### config.mk
export PLATFORM = sky130hd
export DESIGN_NAME = vga_axil2native_flat
export DESIGN_NICKNAME = d
export VERILOG_FILES = /design/src/rtl/vga_axil2native_pkg.sv /design/src/rtl/vga_axil2native_if.sv /design/src/rtl/vga_axil2native.sv /design/src/flat_wrapper.sv
export SDC_FILE = /design/constraint.sdc
export NUM_CORES = 1
export LEC_CHECK = 0
export ABC_AREA = 1
export BUFFER_PORTS_ARGS = -buffer_cell sky130_fd_sc_hd__buf_2
export CAP_MARGIN = 5
export CORE_ASPECT_RATIO = 0.6
export CORE_MARGIN = 5
export CORE_UTILIZATION = 30
export DETAILED_ROUTE_END_ITERATION = 10
export SETUP_SLACK_MARGIN = 0.1
export SLEW_MARGIN = 30
export SYNTH_ARGS = -nofsm -noshare
export SYNTH_HDL_FRONTEND = slang
export SYNTH_SLANG_ARGS = --single-unit
### constraint.sdc
create_clock -name clk -period 1.55 [get_ports clk]
set_input_delay 0.31 -clock clk [delete_from_list [all_inputs] [get_ports clk]]
set_output_delay 0.31 -clock clk [all_outputs]
set_load 0.03 [all_outputs]
### src/rtl/vga_axil2native_pkg.sv
// Shared types, response codes and FSM state encodings for the AXI-Lite to
// native register bridge.
package vga_axil_pkg;

  localparam int DEF_AXIL_ADDR_W   = 32;
  localparam int DEF_AXIL_DATA_W   = 32;
  localparam int DEF_NATIVE_ADDR_W = 4;

  typedef logic [DEF_AXIL_ADDR_W-1:0]   axil_addr_t;
  typedef logic [DEF_AXIL_DATA_W-1:0]   axil_data_t;
  typedef logic [DEF_NATIVE_ADDR_W-1:0] native_addr_t;
  typedef logic [1:0]                   resp_t;

  localparam resp_t OKAY   = 2'b00;
  localparam resp_t SLVERR = 2'b10;

  typedef enum logic [1:0] {W_IDLE, W_EXEC, W_RESP} wr_state_e;
  typedef enum logic [1:0] {R_IDLE, R_EXEC, R_WAIT, R_RESP} rd_state_e;

  function automatic resp_t resp_for(input logic err);
    return err ? SLVERR : OKAY;
  endfunction

endpackage

### src/rtl/vga_axil2native_if.sv
// AXI-Lite slave channel bundle; the bridge takes the slave modport, the
// upstream bus driver takes the master modport.
interface vga_axil2native_if #(
  parameter int AXIL_ADDR_W = 32,
  parameter int AXIL_DATA_W = 32
);
  logic [AXIL_ADDR_W-1:0] s_awaddr;
  logic                   s_awvalid;
  logic                   s_awready;
  logic [AXIL_DATA_W-1:0] s_wdata;
  logic                   s_wvalid;
  logic                   s_wready;
  logic [1:0]             s_bresp;
  logic                   s_bvalid;
  logic                   s_bready;
  logic [AXIL_ADDR_W-1:0] s_araddr;
  logic                   s_arvalid;
  logic                   s_arready;
  logic [AXIL_DATA_W-1:0] s_rdata;
  logic [1:0]             s_rresp;
  logic                   s_rvalid;
  logic                   s_rready;

  modport master (
    output s_awaddr, s_awvalid, s_wdata, s_wvalid, s_bready,
           s_araddr, s_arvalid, s_rready,
    input  s_awready, s_wready, s_bresp, s_bvalid,
           s_arready, s_rdata, s_rresp, s_rvalid
  );

  modport slave (
    input  s_awaddr, s_awvalid, s_wdata, s_wvalid, s_bready,
           s_araddr, s_arvalid, s_rready,
    output s_awready, s_wready, s_bresp, s_bvalid,
           s_arready, s_rdata, s_rresp, s_rvalid
  );
endinterface

### src/rtl/vga_axil2native.sv
// AXI-Lite slave driving a native one-strobe register port with independent
// read and write FSMs. Define VGA_AXIL_ADDR_CHECK_EN to reject out-of-range addresses.
module vga_axil2native
  import vga_axil_pkg::*;
#(
  parameter int NATIVE_ADDR_W = 4,
  parameter int AXIL_ADDR_W   = 32,
  parameter int AXIL_DATA_W   = 32
) (
  input  logic                     clk,
  input  logic                     rst,
  vga_axil2native_if.slave         s,
  output logic [NATIVE_ADDR_W-1:0] addr_write,
  output logic [AXIL_DATA_W-1:0]   data2native,
  output logic                     write_en,
  output logic [NATIVE_ADDR_W-1:0] addr_read,
  output logic                     read_en_sync,
  input  logic [AXIL_DATA_W-1:0]   data2axil
);

`ifdef VGA_AXIL_ADDR_CHECK_EN
  localparam bit ADDR_CHECK = 1'b1;
`else
  localparam bit ADDR_CHECK = 1'b0;
`endif

  function automatic logic addr_bad(input logic [AXIL_ADDR_W-1:0] a);
    return ADDR_CHECK && (|a[AXIL_ADDR_W-1:NATIVE_ADDR_W+2]);
  endfunction

  // Byte-offset bits carry no information for word registers.
  logic unused_byte_offset;
  assign unused_byte_offset = ^{s.s_awaddr[1:0], s.s_araddr[1:0]};

  // ---------------- write channel ----------------
  wr_state_e                wr_state_q;
  logic                     awready_q, wready_q, bvalid_q;
  logic                     aw_held_q, w_held_q, aw_err_q, write_en_q;
  resp_t                    bresp_q;
  logic [NATIVE_ADDR_W-1:0] addr_write_q;
  logic [AXIL_DATA_W-1:0]   data2native_q;

  logic aw_hs, w_hs, aw_held_d, w_held_d, aw_err_d;

  // NOTE: every variable driven in always_comb gets a value on every path,
  // otherwise synthesis infers a latch to hold the old value.
  always_comb begin
    aw_hs     = s.s_awvalid & awready_q;
    w_hs      = s.s_wvalid & wready_q;
    aw_held_d = aw_held_q | aw_hs;
    w_held_d  = w_held_q | w_hs;
    aw_err_d  = aw_hs ? addr_bad(s.s_awaddr) : aw_err_q;
  end

  // NOTE: sequential state uses non-blocking assignments so every register
  // samples pre-edge values regardless of statement order.
  always_ff @(posedge clk) begin
    if (rst) begin
      wr_state_q    <= W_IDLE;
      awready_q     <= 1'b0;
      wready_q      <= 1'b0;
      bvalid_q      <= 1'b0;
      bresp_q       <= OKAY;
      aw_held_q     <= 1'b0;
      w_held_q      <= 1'b0;
      aw_err_q      <= 1'b0;
      write_en_q    <= 1'b0;
      addr_write_q  <= '0;
      data2native_q <= '0;
    end else begin
      case (wr_state_q)
        W_IDLE: begin
          if (aw_hs) begin
            addr_write_q <= s.s_awaddr[NATIVE_ADDR_W+1:2];
            aw_err_q     <= aw_err_d;
          end
          if (w_hs) data2native_q <= s.s_wdata;
          if (aw_held_d && w_held_d) begin
            aw_held_q  <= 1'b0;
            w_held_q   <= 1'b0;
            awready_q  <= 1'b0;
            wready_q   <= 1'b0;
            write_en_q <= !aw_err_d;
            wr_state_q <= W_EXEC;
          end else begin
            // Each ready stays low once its beat is captured.
            aw_held_q <= aw_held_d;
            w_held_q  <= w_held_d;
            awready_q <= !aw_held_d;
            wready_q  <= !w_held_d;
          end
        end
        W_EXEC: begin
          write_en_q <= 1'b0;
          bvalid_q   <= 1'b1;
          bresp_q    <= resp_for(aw_err_q);
          wr_state_q <= W_RESP;
        end
        W_RESP: begin
          if (s.s_bready) begin
            bvalid_q   <= 1'b0;
            awready_q  <= 1'b1;
            wready_q   <= 1'b1;
            wr_state_q <= W_IDLE;
          end
        end
        default: wr_state_q <= W_IDLE;
      endcase
    end
  end

  // ---------------- read channel ----------------
  rd_state_e                rd_state_q;
  logic                     arready_q, rvalid_q, ar_err_q, read_en_q;
  resp_t                    rresp_q;
  logic [NATIVE_ADDR_W-1:0] addr_read_q;
  logic [AXIL_DATA_W-1:0]   rdata_q;

  always_ff @(posedge clk) begin
    if (rst) begin
      rd_state_q  <= R_IDLE;
      arready_q   <= 1'b0;
      rvalid_q    <= 1'b0;
      rresp_q     <= OKAY;
      ar_err_q    <= 1'b0;
      read_en_q   <= 1'b0;
      addr_read_q <= '0;
      rdata_q     <= '0;
    end else begin
      case (rd_state_q)
        R_IDLE: begin
          if (s.s_arvalid && arready_q) begin
            addr_read_q <= s.s_araddr[NATIVE_ADDR_W+1:2];
            ar_err_q    <= addr_bad(s.s_araddr);
            read_en_q   <= !addr_bad(s.s_araddr);
            arready_q   <= 1'b0;
            rd_state_q  <= R_EXEC;
          end else begin
            arready_q <= 1'b1;
          end
        end
        R_EXEC: begin
          read_en_q  <= 1'b0;
          rd_state_q <= R_WAIT;
        end
        R_WAIT: begin
          // Native data is valid the cycle after the read strobe.
          rdata_q    <= ar_err_q ? '0 : data2axil;
          rresp_q    <= resp_for(ar_err_q);
          rvalid_q   <= 1'b1;
          rd_state_q <= R_RESP;
        end
        R_RESP: begin
          if (s.s_rready) begin
            rvalid_q   <= 1'b0;
            arready_q  <= 1'b1;
            rd_state_q <= R_IDLE;
          end
        end
        default: rd_state_q <= R_IDLE;
      endcase
    end
  end

  assign s.s_awready   = awready_q;
  assign s.s_wready    = wready_q;
  assign s.s_bvalid    = bvalid_q;
  assign s.s_bresp     = bresp_q;
  assign s.s_arready   = arready_q;
  assign s.s_rvalid    = rvalid_q;
  assign s.s_rresp     = rresp_q;
  assign s.s_rdata     = rdata_q;
  assign addr_write    = addr_write_q;
  assign data2native   = data2native_q;
  assign write_en      = write_en_q;
  assign addr_read     = addr_read_q;
  assign read_en_sync  = read_en_q;

endmodule

### src/flat_wrapper.sv
// flat-port wrapper written by rule: the top's interface ports become plain ports
module vga_axil2native_flat import vga_axil_pkg::*;
#(
  parameter int NATIVE_ADDR_W = 4,
  parameter int AXIL_ADDR_W   = 32,
  parameter int AXIL_DATA_W   = 32
)
  (clk, rst, addr_write, data2native, write_en, addr_read, read_en_sync, data2axil, s_s_awaddr, s_s_awvalid, s_s_wdata, s_s_wvalid, s_s_bready, s_s_araddr, s_s_arvalid, s_s_rready, s_s_awready, s_s_wready, s_s_bresp, s_s_bvalid, s_s_arready, s_s_rdata, s_s_rresp, s_s_rvalid);
  vga_axil2native_if #(.AXIL_ADDR_W(AXIL_ADDR_W), .AXIL_DATA_W(AXIL_DATA_W)) s_i ();
  input  logic clk;
  input  logic rst;
  output logic [NATIVE_ADDR_W-1:0] addr_write;
  output logic [AXIL_DATA_W-1:0] data2native;
  output logic write_en;
  output logic [NATIVE_ADDR_W-1:0] addr_read;
  output logic read_en_sync;
  input  logic [AXIL_DATA_W-1:0] data2axil;
  input wire logic [$bits(s_i.s_awaddr)-1:0] s_s_awaddr;
  input wire logic [$bits(s_i.s_awvalid)-1:0] s_s_awvalid;
  input wire logic [$bits(s_i.s_wdata)-1:0] s_s_wdata;
  input wire logic [$bits(s_i.s_wvalid)-1:0] s_s_wvalid;
  input wire logic [$bits(s_i.s_bready)-1:0] s_s_bready;
  input wire logic [$bits(s_i.s_araddr)-1:0] s_s_araddr;
  input wire logic [$bits(s_i.s_arvalid)-1:0] s_s_arvalid;
  input wire logic [$bits(s_i.s_rready)-1:0] s_s_rready;
  output wire logic [$bits(s_i.s_awready)-1:0] s_s_awready;
  output wire logic [$bits(s_i.s_wready)-1:0] s_s_wready;
  output wire logic [$bits(s_i.s_bresp)-1:0] s_s_bresp;
  output wire logic [$bits(s_i.s_bvalid)-1:0] s_s_bvalid;
  output wire logic [$bits(s_i.s_arready)-1:0] s_s_arready;
  output wire logic [$bits(s_i.s_rdata)-1:0] s_s_rdata;
  output wire logic [$bits(s_i.s_rresp)-1:0] s_s_rresp;
  output wire logic [$bits(s_i.s_rvalid)-1:0] s_s_rvalid;
  assign s_i.s_awaddr = s_s_awaddr;
  assign s_i.s_awvalid = s_s_awvalid;
  assign s_i.s_wdata = s_s_wdata;
  assign s_i.s_wvalid = s_s_wvalid;
  assign s_i.s_bready = s_s_bready;
  assign s_i.s_araddr = s_s_araddr;
  assign s_i.s_arvalid = s_s_arvalid;
  assign s_i.s_rready = s_s_rready;
  assign s_s_awready = s_i.s_awready;
  assign s_s_wready = s_i.s_wready;
  assign s_s_bresp = s_i.s_bresp;
  assign s_s_bvalid = s_i.s_bvalid;
  assign s_s_arready = s_i.s_arready;
  assign s_s_rdata = s_i.s_rdata;
  assign s_s_rresp = s_i.s_rresp;
  assign s_s_rvalid = s_i.s_rvalid;
  vga_axil2native #(.NATIVE_ADDR_W(NATIVE_ADDR_W), .AXIL_ADDR_W(AXIL_ADDR_W), .AXIL_DATA_W(AXIL_DATA_W)) u_core (.clk(clk), .rst(rst), .s(s_i), .addr_write(addr_write), .data2native(data2native), .write_en(write_en), .addr_read(addr_read), .read_en_sync(read_en_sync), .data2axil(data2axil));
endmodule
Yosys cells after proc, flatten, opt, wreduce, memory -nomap -nowiden --
Cells that the tools add are included. Widths: inputs -> output; s select.
Word-level totals: logic and storage cells 80, bits in registers 88, input bits 135, output and inout port bits 83
Cells by class: bitwise operators 4, muxes and demuxes 26, equality and inequality tests 9, reductions and logical operators 24
Operators by type and width (number):
- $reduce_and 2->1 | 11
- $pmux 1 s2 | 7
- $mux 1 | 12
- $reduce_bool 2->1 | 6
- $mux 2 | 5
- $pmux 2 s4 | 1
- $eq 2x2->1 const B | 3
- $pmux 2 s3 | 1
- $eq 2x1->1 const B | 2
- $logic_not 2->1 | 2
- $ne 2x1->1 const B | 2
- $ne 2x2->1 const B | 2
- $logic_not 1->1 | 3
- $and 1x1->1 | 2
- $logic_and 1x1->1 | 2
- $or 1x1->1 | 2

Longest topological paths before layout --
Gate-level depths: netlist (run 1).
depth after elaboration 5, depth in mapped cells 7, depth with buffers taken out 6

Worst setup path before layout (run 1) --
No wires, ideal clock.
path type reg2reg, start point reg u_core.rd_state_q[0], end point reg u_core.rdata_q[10] (netlist: u_core.s.s_rdata[10]), setup slack 0.287 ns, setup time 0.064 ns, buffers on the path 1, required time 1.486 ns, data arrival time 1.199 ns, stages on the path, launching flop included 7, clock period less this slack 1.263 ns, cells stage by stage dfxtp_1 > inv_1 > ha_1 > inv_1 > clkbuf_1 > nor2_1 > nor2_1
Between the ends: word-level cells in the longest chain between the ends 1
RTL lines:
- from (decl) | line vga_axil2native.sv:113 | rd_state_e rd_state_q;
- from (signal assigned) | line vga_axil2native.sv:121 | rd_state_q <= R_IDLE;
- from (signal assigned) | line vga_axil2native.sv:137 | rd_state_q <= R_EXEC;
- from (signal assigned) | line vga_axil2native.sv:144 | rd_state_q <= R_WAIT;
- $eq 2x2->1 | line vga_axil2native.sv:130 | case (rd_state_q)
- to (signal assigned) | line vga_axil2native.sv:148 | rdata_q <= ar_err_q ? '0 : data2axil;
- to (decl) | line vga_axil2native.sv:117 | logic [AXIL_DATA_W-1:0] rdata_q;
Every way passes these cells. A chain may end at the register's enable or synchronous reset.

Worst setup path in the final report (run 1) --
start point reg u_core.wr_state_q[1], end point reg u_core.data2native_q[15] (netlist: u_core.data2native[15])
Between the ends: word-level cells in the longest chain between the ends 2
RTL lines:
- from (decl) | line vga_axil2native.sv:36 | wr_state_e wr_state_q;
- from (signal assigned) | line vga_axil2native.sv:59 | wr_state_q <= W_IDLE;
- from (signal assigned) | line vga_axil2native.sv:84 | wr_state_q <= W_EXEC;
- from (signal assigned) | line vga_axil2native.sv:97 | wr_state_q <= W_RESP;
- $logic_not 2->1 | line vga_axil2native.sv:71 | case (wr_state_q)
- $reduce_and 2->1 (no line)
- to (signal assigned) | line vga_axil2native.sv:77 | if (w_hs) data2native_q <= s.s_wdata;
- to (decl) | line vga_axil2native.sv:41 | logic [AXIL_DATA_W-1:0] data2native_q;
Every way passes these cells.

==> results of run 1 <==
final cells by class:
cell class                      count  area (um2)
Fill cell                        1099        6060
Sequential cell                    87        1740
Clock inverter                      4        55.1
Timing Repair Buffer              164         873
Inverter                           14        55.1
Clock buffer                       11         253
Multi-Input combinational cell    281        1240
Tap cell                          139         174
flip-flops by register name (all words and copies together) (netlist names), 2 cells and up:
signal,count
u_core.wr_state_q,2
u_core.addr_read,4
u_core.addr_write,4
u_core.s.s_rdata,32
u_core.rd_state_q,2
u_core.data2native,32
worst max-delay path, stage by stage, from the launching register on:
cell and delay [ns]:
dfxtp_1 0.34, nor2_4 0.19, nand3_4 0.16, buf_4 0.24
o21ai_0 0.22, nor2_1 0.06
worst max-delay path by stage:
stage	start	to	slack, ns	cells after the start
2_1_floorplan	u_core.rd_state_q[0]$_SDFFE_PP0P_	u_core.s.s_rdata[10]$_SDFFE_PP0P_	0.29	6
3_3_place_gp	s_s_wvalid	u_core.data2native[15]$_SDFFE_PP0P_	0.23	5
3_5_place_dp	s_s_wvalid	u_core.data2native[28]$_SDFFE_PP0P_	0.19	5
4_1_cts	u_core.wr_state_q[1]$_SDFFE_PP0P_	u_core.data2native[5]$_SDFFE_PP0P_	0.17	5
5_1_grt	u_core.wr_state_q[1]$_SDFFE_PP0P_	u_core.data2native[15]$_SDFFE_PP0P_	0.11	5
6_report	u_core.wr_state_q[1]$_SDFFE_PP0P_	u_core.data2native[15]$_SDFFE_PP0P_	0.23	5
per-layer routing:
metal	routed length, um	share of wire, %
met2	3790	44
met3	889	10
met5	0	0
met1	3910	45
met4	80	0.92
repair_timing:
item                       in CTS  in global routing
gates resized for setup         0                  2
setup endpoints to repair       0                 25
hold buffers                    0                  0
logic make-up (layout without fill, tap and decap cells):
| logic type | count (synthesis) | count (layout) | synth area share (%) |
|---|---|---|---|
| flip-flops | 87 | 87 | 55.1 |
| AND/OR/NAND/NOR | 188 | 188 | 23.3 |
| buffers and inverters | 39 | 193 | 6.17 |
| adder cells (fa/ha/maj) | 4 | 4 | 1.58 |
| other | 1 | 3 | 0.119 |
| AO/OA/AOI/OAI | 86 | 86 | 13.8 |
per-stage QoR:
| step | instance area, um2 | setup WS (ns) |
|---|---|---|
| final | 4390 | 0.233 |
| after global routing | 4390 | 0.111 |
| after CTS | 4380 | 0.174 |
| after detailed placement | 4080 | 0.190 |
| after global placement | 4080 | 0.228 |
| after floorplan | 3170 | 0.287 |
placed cells by master (no fill, tap or decap):
cell	instances
clkinvlp_4	1
bufinv_16	1
buf_4	3
nor2_2	1
clkbuf_16	9
inv_4	1
buf_2	158
nor2_1	148
nand3_4	1
buf_12	3
ha_1	4
conb_1	3
a31oi_1	1
o21ai_0	70
clkbuf_8	2
nand2_1	30
nor2_4	1
a211oi_1	2
inv_1	12
clkinv_4	2
a21oi_1	13
nand3_1	7
dfxtp_1	87
inv_2	1
power by group through the flow:
stage	sequential (uW)	clock (uW)	combinational, uW
floorplan	3600	0	756
global placement	2860	0	2140
detailed placement	2880	0	2170
CTS	2840	2270	2160
global route	2890	2370	2360
finish	2830	2190	2140
==> summary.txt, run 1 <==
routing usage on met2 -> 19.9%
Comb pwr share -> 29.9%
Core Box Area -> 10500 um2
dpl cells -> 685
busiest layer in global routing -> met2
Final Util -> 42.0%
total track usage -> 13.1%
Synth area leader -> dfxtp_1
Starting Density -> 30.3%
vias -> 3081
ANT nets after route -> 0
setup TNS -> 0 ns
HPWL Detailed -> 6470 um
clk sinks -> 87
Yosys Warn Count -> 0
Reg2Reg Setup Slack -> 0.23 ns
CTS buffer count -> 9
Psw -> 2560 uW
layout cells sized above 1 -> 32.8%
Nets -> 696
fin crit share -> 85.0%
reg2reg start -> u_core.wr_state_q[1]$_SDFFE_PP0P_
sequential group share of total power -> 39.6%
Final setup viols -> 0
CTS tree -> built
routed vias/inst -> 4.40
Clk Tree Root Cell -> clkbuf_16
hold_sp -> s_s_bready
Final Non-Filler Cells -> 700
Synth Cell Area -> 3160 um2
P_int -> 4610 uW
crit path max fanout -> 24
Hold Violations, Final -> 0
total wire length -> 8670 um
top achievable clock speed -> 759 MHz
met3 Use GR -> 6.73%
Reg clk slew, reported paths -> 0.06 ns
share of synthesized registers carrying an async set or reset -> 0%
CTS H-tree lvls -> 3
hold path endpoint -> u_core.s.s_bvalid$_SDFFE_PP0P_
TritonRoute pass-1 iters -> 6
number of global-route vias before repair -> 2849
die area -> 12800 um2
cell area power density -> 1630 nW/um2
leakage power -> 0.00222 uW
FF-to-FF path depth -> 5
worst vdd ir -> 0.000650 V
# diodes -> 0
initial antenna violation count -> 0
Synth Instances -> 405
Die X -> 143 um
Setup Buffers After CTS -> 0
worst path required time -> 1.77 ns
top-count cell post-synth -> nor2_1
Synth area leaders -> dfxtp_1 (55%), nor2_1 (18%), o21ai_0 (11%)
hold slack -> 0.182 ns
sequential area share after synthesis -> 55.1%
Rows -> 29
Period minus WS final -> 1.32 ns
Worst R2R End -> u_core.data2native[15]$_SDFFE_PP0P_
largest net degree at the start of global routing -> 34
CP Capture Type -> register
Hold Path Depth -> 2
max cap viols -> 0
WS Path Type -> register to register
GRT Residual Overflow -> 0
Post-synth top cells -> nor2_1 (149), dfxtp_1 (87), o21ai_0 (70)
RD Place Congestion -> 0.785
drt initial violations -> 79
EDFF count, synth -> 0
Clock Path Buffers -> 2
wire per inst -> 12.4 um
ys flop type -> dfxtp_1
Clock Power Share -> 30.5%
I/O pin cnt -> 218
final worst clock skew -> 0.00667 ns
residual DRC count -> 0
Avg Cell Area, Syn -> 7.81 um2
area fraction of the dominant cell type after synthesis -> 55.1%
Worst Hold Class -> primary input to register
Slew Limit Fails -> 0
CP arrival -> 1.54 ns
status -> completed
first-pass GRT wire length -> 13300 um
synthesis-stage register bit count -> 87
P&R area growth vs syn -> 38.7%
total design power -> 7170 uW
Switching Share -> 35.7%
port buffer count -> 158
GR Util met1 -> 16.3%
startpoint class of the critical path -> register
Die Y -> 89.5 um
RSZ-0062 raised after global routing -> no
synth unique cells -> 19
clk_lat worst skew -> 0.33 ns
No activity file was read; power rests on OpenSTA's default activity.
==> run 2: changes to the inputs <==
clock period = 1.4 ns   (was 1.55 ns; I/O delays follow)
==> run 2 against run 1 <==
Compared with the run above:
- die area did not move
- sequential share of layout area fell by 0.63 points
- worst setup slack got worse by 0.064 ns
- final cell count rose by 0.86%
- via count barely moved
- combinational power rose by 17%
- count of clock-buffer cells in the layout rose by 1
- first-iteration DRC count rose by 33%
- sequential power rose by 11%
- flip-flop and latch count did not move
- register-to-register slack got worse by 0.05 ns
==> summary.txt, run 2 (synthesis results as in run 1) <==
crit-path cells -> buf_2
Crit path largest cell delay -> 0.39 ns
CP Capture Type -> output port
dpl cells -> 687
WS Path Type -> register to output port
Reg clk slew, reported paths -> 0.06 ns
total wire length -> 8960 um
status -> completed
HPWL Detailed -> 6570 um
largest net degree at the start of global routing -> 39
hold_sp -> s_s_bready
worst vdd ir -> 0.000694 V
number of global-route vias before repair -> 2929
Reg2Reg Setup Slack -> 0.18 ns
routed vias/inst -> 4.36
hold slack -> 0.154 ns
port buffer count -> 158
startpoint class of the critical path -> register
layout cells sized above 1 -> 34.2%
CTS buffer count -> 9
hold path endpoint -> u_core.s.s_bvalid$_SDFFE_PP0P_
CP arrival -> 0.95 ns
wire per inst -> 12.7 um
Setup WS pre-CTS -> 0.0971 ns
worst path required time -> 1.12 ns
Final Non-Filler Cells -> 706
Slew Limit Fails -> 0
RD Place Congestion -> 0.759
drt initial violations -> 105
Nets -> 701
Starting Density -> 30.3%
Hold Path Depth -> 2
top achievable clock speed -> 812 MHz
residual DRC count -> 0
Final setup viols -> 0
Period minus WS final -> 1.23 ns
CTS H-tree lvls -> 3
slowest cell on the critical path -> dfxtp_1
Core Box Area -> 10500 um2
Critical path origin -> u_core.s.s_awready$_SDFFE_PP0P_
clk_lat worst skew -> 0.33 ns
Clk Tree Root Cell -> clkbuf_16
RSZ-0062 raised after global routing -> no
Die Y -> 89.5 um
setup TNS -> 0 ns
total track usage -> 13.5%
vias -> 3079
P&R area growth vs syn -> 41.2%
Worst R2R End -> u_core.s.s_rdata[7]$_SDFFE_PP0P_
Rows -> 29
max cap viols -> 0
setup slack after layout -> 0.168 ns
reg2reg start -> u_core.rd_state_q[0]$_SDFFE_PP0P_
design area -> 4470 um2
FF-to-FF path depth -> 6
CTS tree -> built
Placement Cell Area -> 4090 um2
I/O pin cnt -> 218
ANT nets after route -> 0
Post-CTS Hold Buffers -> 0
cell area power density -> 1810 nW/um2
clk sinks -> 87
Die X -> 143 um
fin crit share -> 88.0%
delay-heaviest family, CP -> flip-flops
commonest non-fill, non-tap cell in the layout -> buf_2
crit path max fanout -> 4
first-pass GRT wire length -> 13600 um
Worst Hold Class -> primary input to register
TritonRoute pass-1 iters -> 4
Hold Violations, Final -> 0
final worst clock skew -> 0.00444 ns
GRT Residual Overflow -> 0
Worst Path Buf+Inv -> 1
Fillers -> 1111
Clock Path Buffers -> 2
leakage power -> 0.00225 uW
# diodes -> 0
die area -> 12800 um2
most frequent cells in the layout -> buf_2 (157), nor2_1 (148), dfxtp_1 (85)
initial antenna violation count -> 0
-- run 2: area by class of cell --
cell class	count	area (um2)	share of cell area (%)
multi-input combinational	281	1240	27.8
clock buffer	12	256	5.74
tap	139	174	3.89
clock inverter	4	53.8	1.20
inverter	14	57.6	1.29
timing repair buffer	169	938	21.0
sequential	87	1740	39.1
-- run 2: layer usage --
| metal | vias to the layer above | part of all wire [%] | global-route usage, % |
|---|---|---|---|
| met1 | 1375 | 46 | 16.3 |
| met4 | 0 | 1.1 | 4.31 |
| met2 | 92 | 43 | 20.7 |
| li1 | 1604 | - | - |
| met3 | 8 | 10 | 7.54 |
| met5 | - | 0 | 0 |
-- run 2: power breakdown --
| group | total (uW) | internal (uW) | switching (uW) | leakage (uW) |
|---|---|---|---|---|
| Clock | 2440 | 1480 | 958 | 0.000145 |
| Sequential | 3150 | 2920 | 226 | 0.000711 |
| Combinational | 2500 | 789 | 1720 | 0.00139 |
| Total | 8090 | 5190 | 2900 | 0.00225 |
-- run 2: how the worst max path moves through the flow --
stage                                                endpoint  slack [ns]  cells past startpoint
after global placement    u_core.data2native[15]$_SDFFE_PP0P_        0.15                      5
after detailed placement  u_core.data2native[11]$_SDFFE_PP0P_         0.1                      5
after floorplan             u_core.s.s_rdata[10]$_SDFFE_PP0P_        0.14                      6
after CTS                   u_core.s.s_rdata[22]$_SDFFE_PP0P_        0.11                      5
after global routing         u_core.s.s_rdata[8]$_SDFFE_PP0P_         0.1                      6
final                                             s_s_awready        0.17                      1
-- run 2: what timing repair did --
| action | CTS | global route |
|---|---|---|
| setup endpoints to repair | 4 | 52 |
| pin swaps | 0 | 1 |
| gates resized for setup | 2 | 28 |
| cloned | 0 | 1 |
| buffers inserted | 0 | 2 |
-- run 2: through the flow --
| step | utilization [%] | power (uW) |
|---|---|---|
| after global placement | 39.2 | 5530 |
| after CTS | 42.2 | 8100 |
| after global routing | 42.7 | 8590 |
| after floorplan | - | 4820 |
| final | 42.7 | 8090 |
| after detailed placement | 39.2 | 5590 |
==> run 3: changes to the inputs <==
CORE_UTILIZATION = 41   (was 30)
PLACE_DENSITY = 0.8   (was unset)
==> run 3 against run 2 <==
Compared with the run above:
- sequential share of layout area is 0.36 points higher
- die area down 25%
- register-to-register slack gained 0.03 ns
- hold slack worse by 0.0077 ns
- first-iteration DRC count increased by 63%
- critical endpoint is now s_s_wready
- highest routed layer unchanged
- utilization up 17 points
- total power rose by 1.1%
- combinational power is 2% higher
- final cell count shrank 5.2%
==> summary.txt, run 3 (synthesis results as in run 1) <==
max cap viols -> 0
slowest cell on the critical path -> dfxtp_1
die area -> 9630 um2
port buffer count -> 158
number of global-route vias before repair -> 3029
Reg clk slew, reported paths -> 0.06 ns
clk_lat worst skew -> 0.33 ns
Period minus WS final -> 1.25 ns
status -> completed
commonest non-fill, non-tap cell in the layout -> buf_2
CTS buffer count -> 9
leakage power -> 0.00225 uW
Worst Hold Class -> primary input to register
vias -> 3165
Rows -> 24
CP Capture Type -> output port
first-pass GRT wire length -> 13600 um
drt initial violations -> 171
I/O pin cnt -> 218
P&R area growth vs syn -> 39.8%
total track usage -> 17.7%
startpoint class of the critical path -> register
RSZ-0062 raised after global routing -> no
worst path required time -> 1.12 ns
# diodes -> 0
RD Place Congestion -> 0.807
initial antenna violation count -> 0
final worst clock skew -> 0.00513 ns
hold path endpoint -> u_core.s.s_bvalid$_SDFFE_PP0P_
Crit path largest cell delay -> 0.44 ns
HPWL Detailed -> 6260 um
Post-CTS Hold Buffers -> 0
Worst Path Buf+Inv -> 1
clk sinks -> 87
Core Box Area -> 7390 um2
top achievable clock speed -> 801 MHz
FF-to-FF path depth -> 5
Setup WS pre-CTS -> 0.0582 ns
Die Y -> 78.0 um
Critical path origin -> u_core.s.s_wready$_SDFFE_PP0P_
GRT Residual Overflow -> 0
reg2reg start -> u_core.rd_state_q[0]$_SDFFE_PP0P_
Clk Tree Root Cell -> clkbuf_16
hold_sp -> s_s_bready
cell area power density -> 1850 nW/um2
Starting Density -> 42.8%
crit-path cells -> buf_4
routed vias/inst -> 4.73
Reg2Reg Setup Slack -> 0.21 ns
Final setup viols -> 0
ANT nets after route -> 0
residual DRC count -> 0
CTS tree -> built
setup TNS -> 0 ns
Worst R2R End -> u_core.s.s_rdata[20]$_SDFFE_PP0P_
Clock Path Buffers -> 2
total wire length -> 8710 um
CTS H-tree lvls -> 3
worst vdd ir -> 0.00115 V
Slew Limit Fails -> 0
setup slack after layout -> 0.151 ns
crit path max fanout -> 4
delay-heaviest family, CP -> flip-flops
Nets -> 700
WS Path Type -> register to output port
CP arrival -> 0.97 ns
most frequent cells in the layout -> buf_2 (157), nor2_1 (148), dfxtp_1 (86)
wire per inst -> 13.0 um
layout cells sized above 1 -> 34.0%
fin crit share -> 89.2%
Hold Violations, Final -> 0
TritonRoute pass-1 iters -> 4
largest net degree at the start of global routing -> 41
Hold Path Depth -> 2
Die X -> 123 um
[run 3: area by class of cell]
type,instances,area [um2]
fill,669,2970
sequential,87,1740
multi-input combinational,281,1260
timing repair buffer,168,922
clock buffer,11,243
tap,104,130
clock inverter,4,70.1
inverter,14,57.6
[run 3: per-layer routing]
metal  routed length [um]  up-vias  track usage (%)
li1                     -     1601                -
met5                    0        -                0
met1                 3700     1429             20.7
met4                  121        0             6.19
met3                  815       15             7.54
met2                 4070      120             29.4
[run 3: worst max-delay path by stage]
stage / endpoint / slack (ns) / depth (start not counted)
after floorplan: u_core.s.s_rdata[10]$_SDFFE_PP0P_ / 0.14 / 6
after global placement: u_core.data2native[29]$_SDFFE_PP0P_ / 0.13 / 5
after detailed placement: u_core.s.s_rdata[20]$_SDFFE_PP0P_ / 0.06 / 5
after CTS: u_core.addr_read[2]$_SDFFE_PP0P_ / 0.11 / 5
after global routing: s_s_wready / 0.10 / 1
final: s_s_wready / 0.15 / 1
[run 3: report_power, final]
group          total [uW]  switching, uW  leakage (uW)  internal [uW]
clock network        2490            899      0.000155           1590
registers            3160            234      0.000711           2920
logic                2540           1730       0.00138            802
total                8180           2870       0.00225           5320
[run 3: per-stage QoR]
step / total power, uW / cell area, um2 / std cells / hold slack (ns) / utilization, %
6_report: 8180 / 4420 / 669 / 0.146 / 59.9
3_5_place_dp: 5570 / 4030 / 651 / 0.436 / 54.5
4_1_cts: 8130 / 4350 / 666 / 0.124 / 58.9
5_1_grt: 8640 / 4420 / 669 / 0.130 / 59.9
2_1_floorplan: 4820 / 3170 / 407 / 0.380 / -
3_3_place_gp: 5490 / 4030 / 651 / 0.428 / 54.5
[run 3: timing repair]
item                       in CTS  in global routing
setup endpoints to repair      17                 52
resized for setup               5                 16
cloned                          0                  1
buffers inserted                0                  2
pin swaps                       0                  1
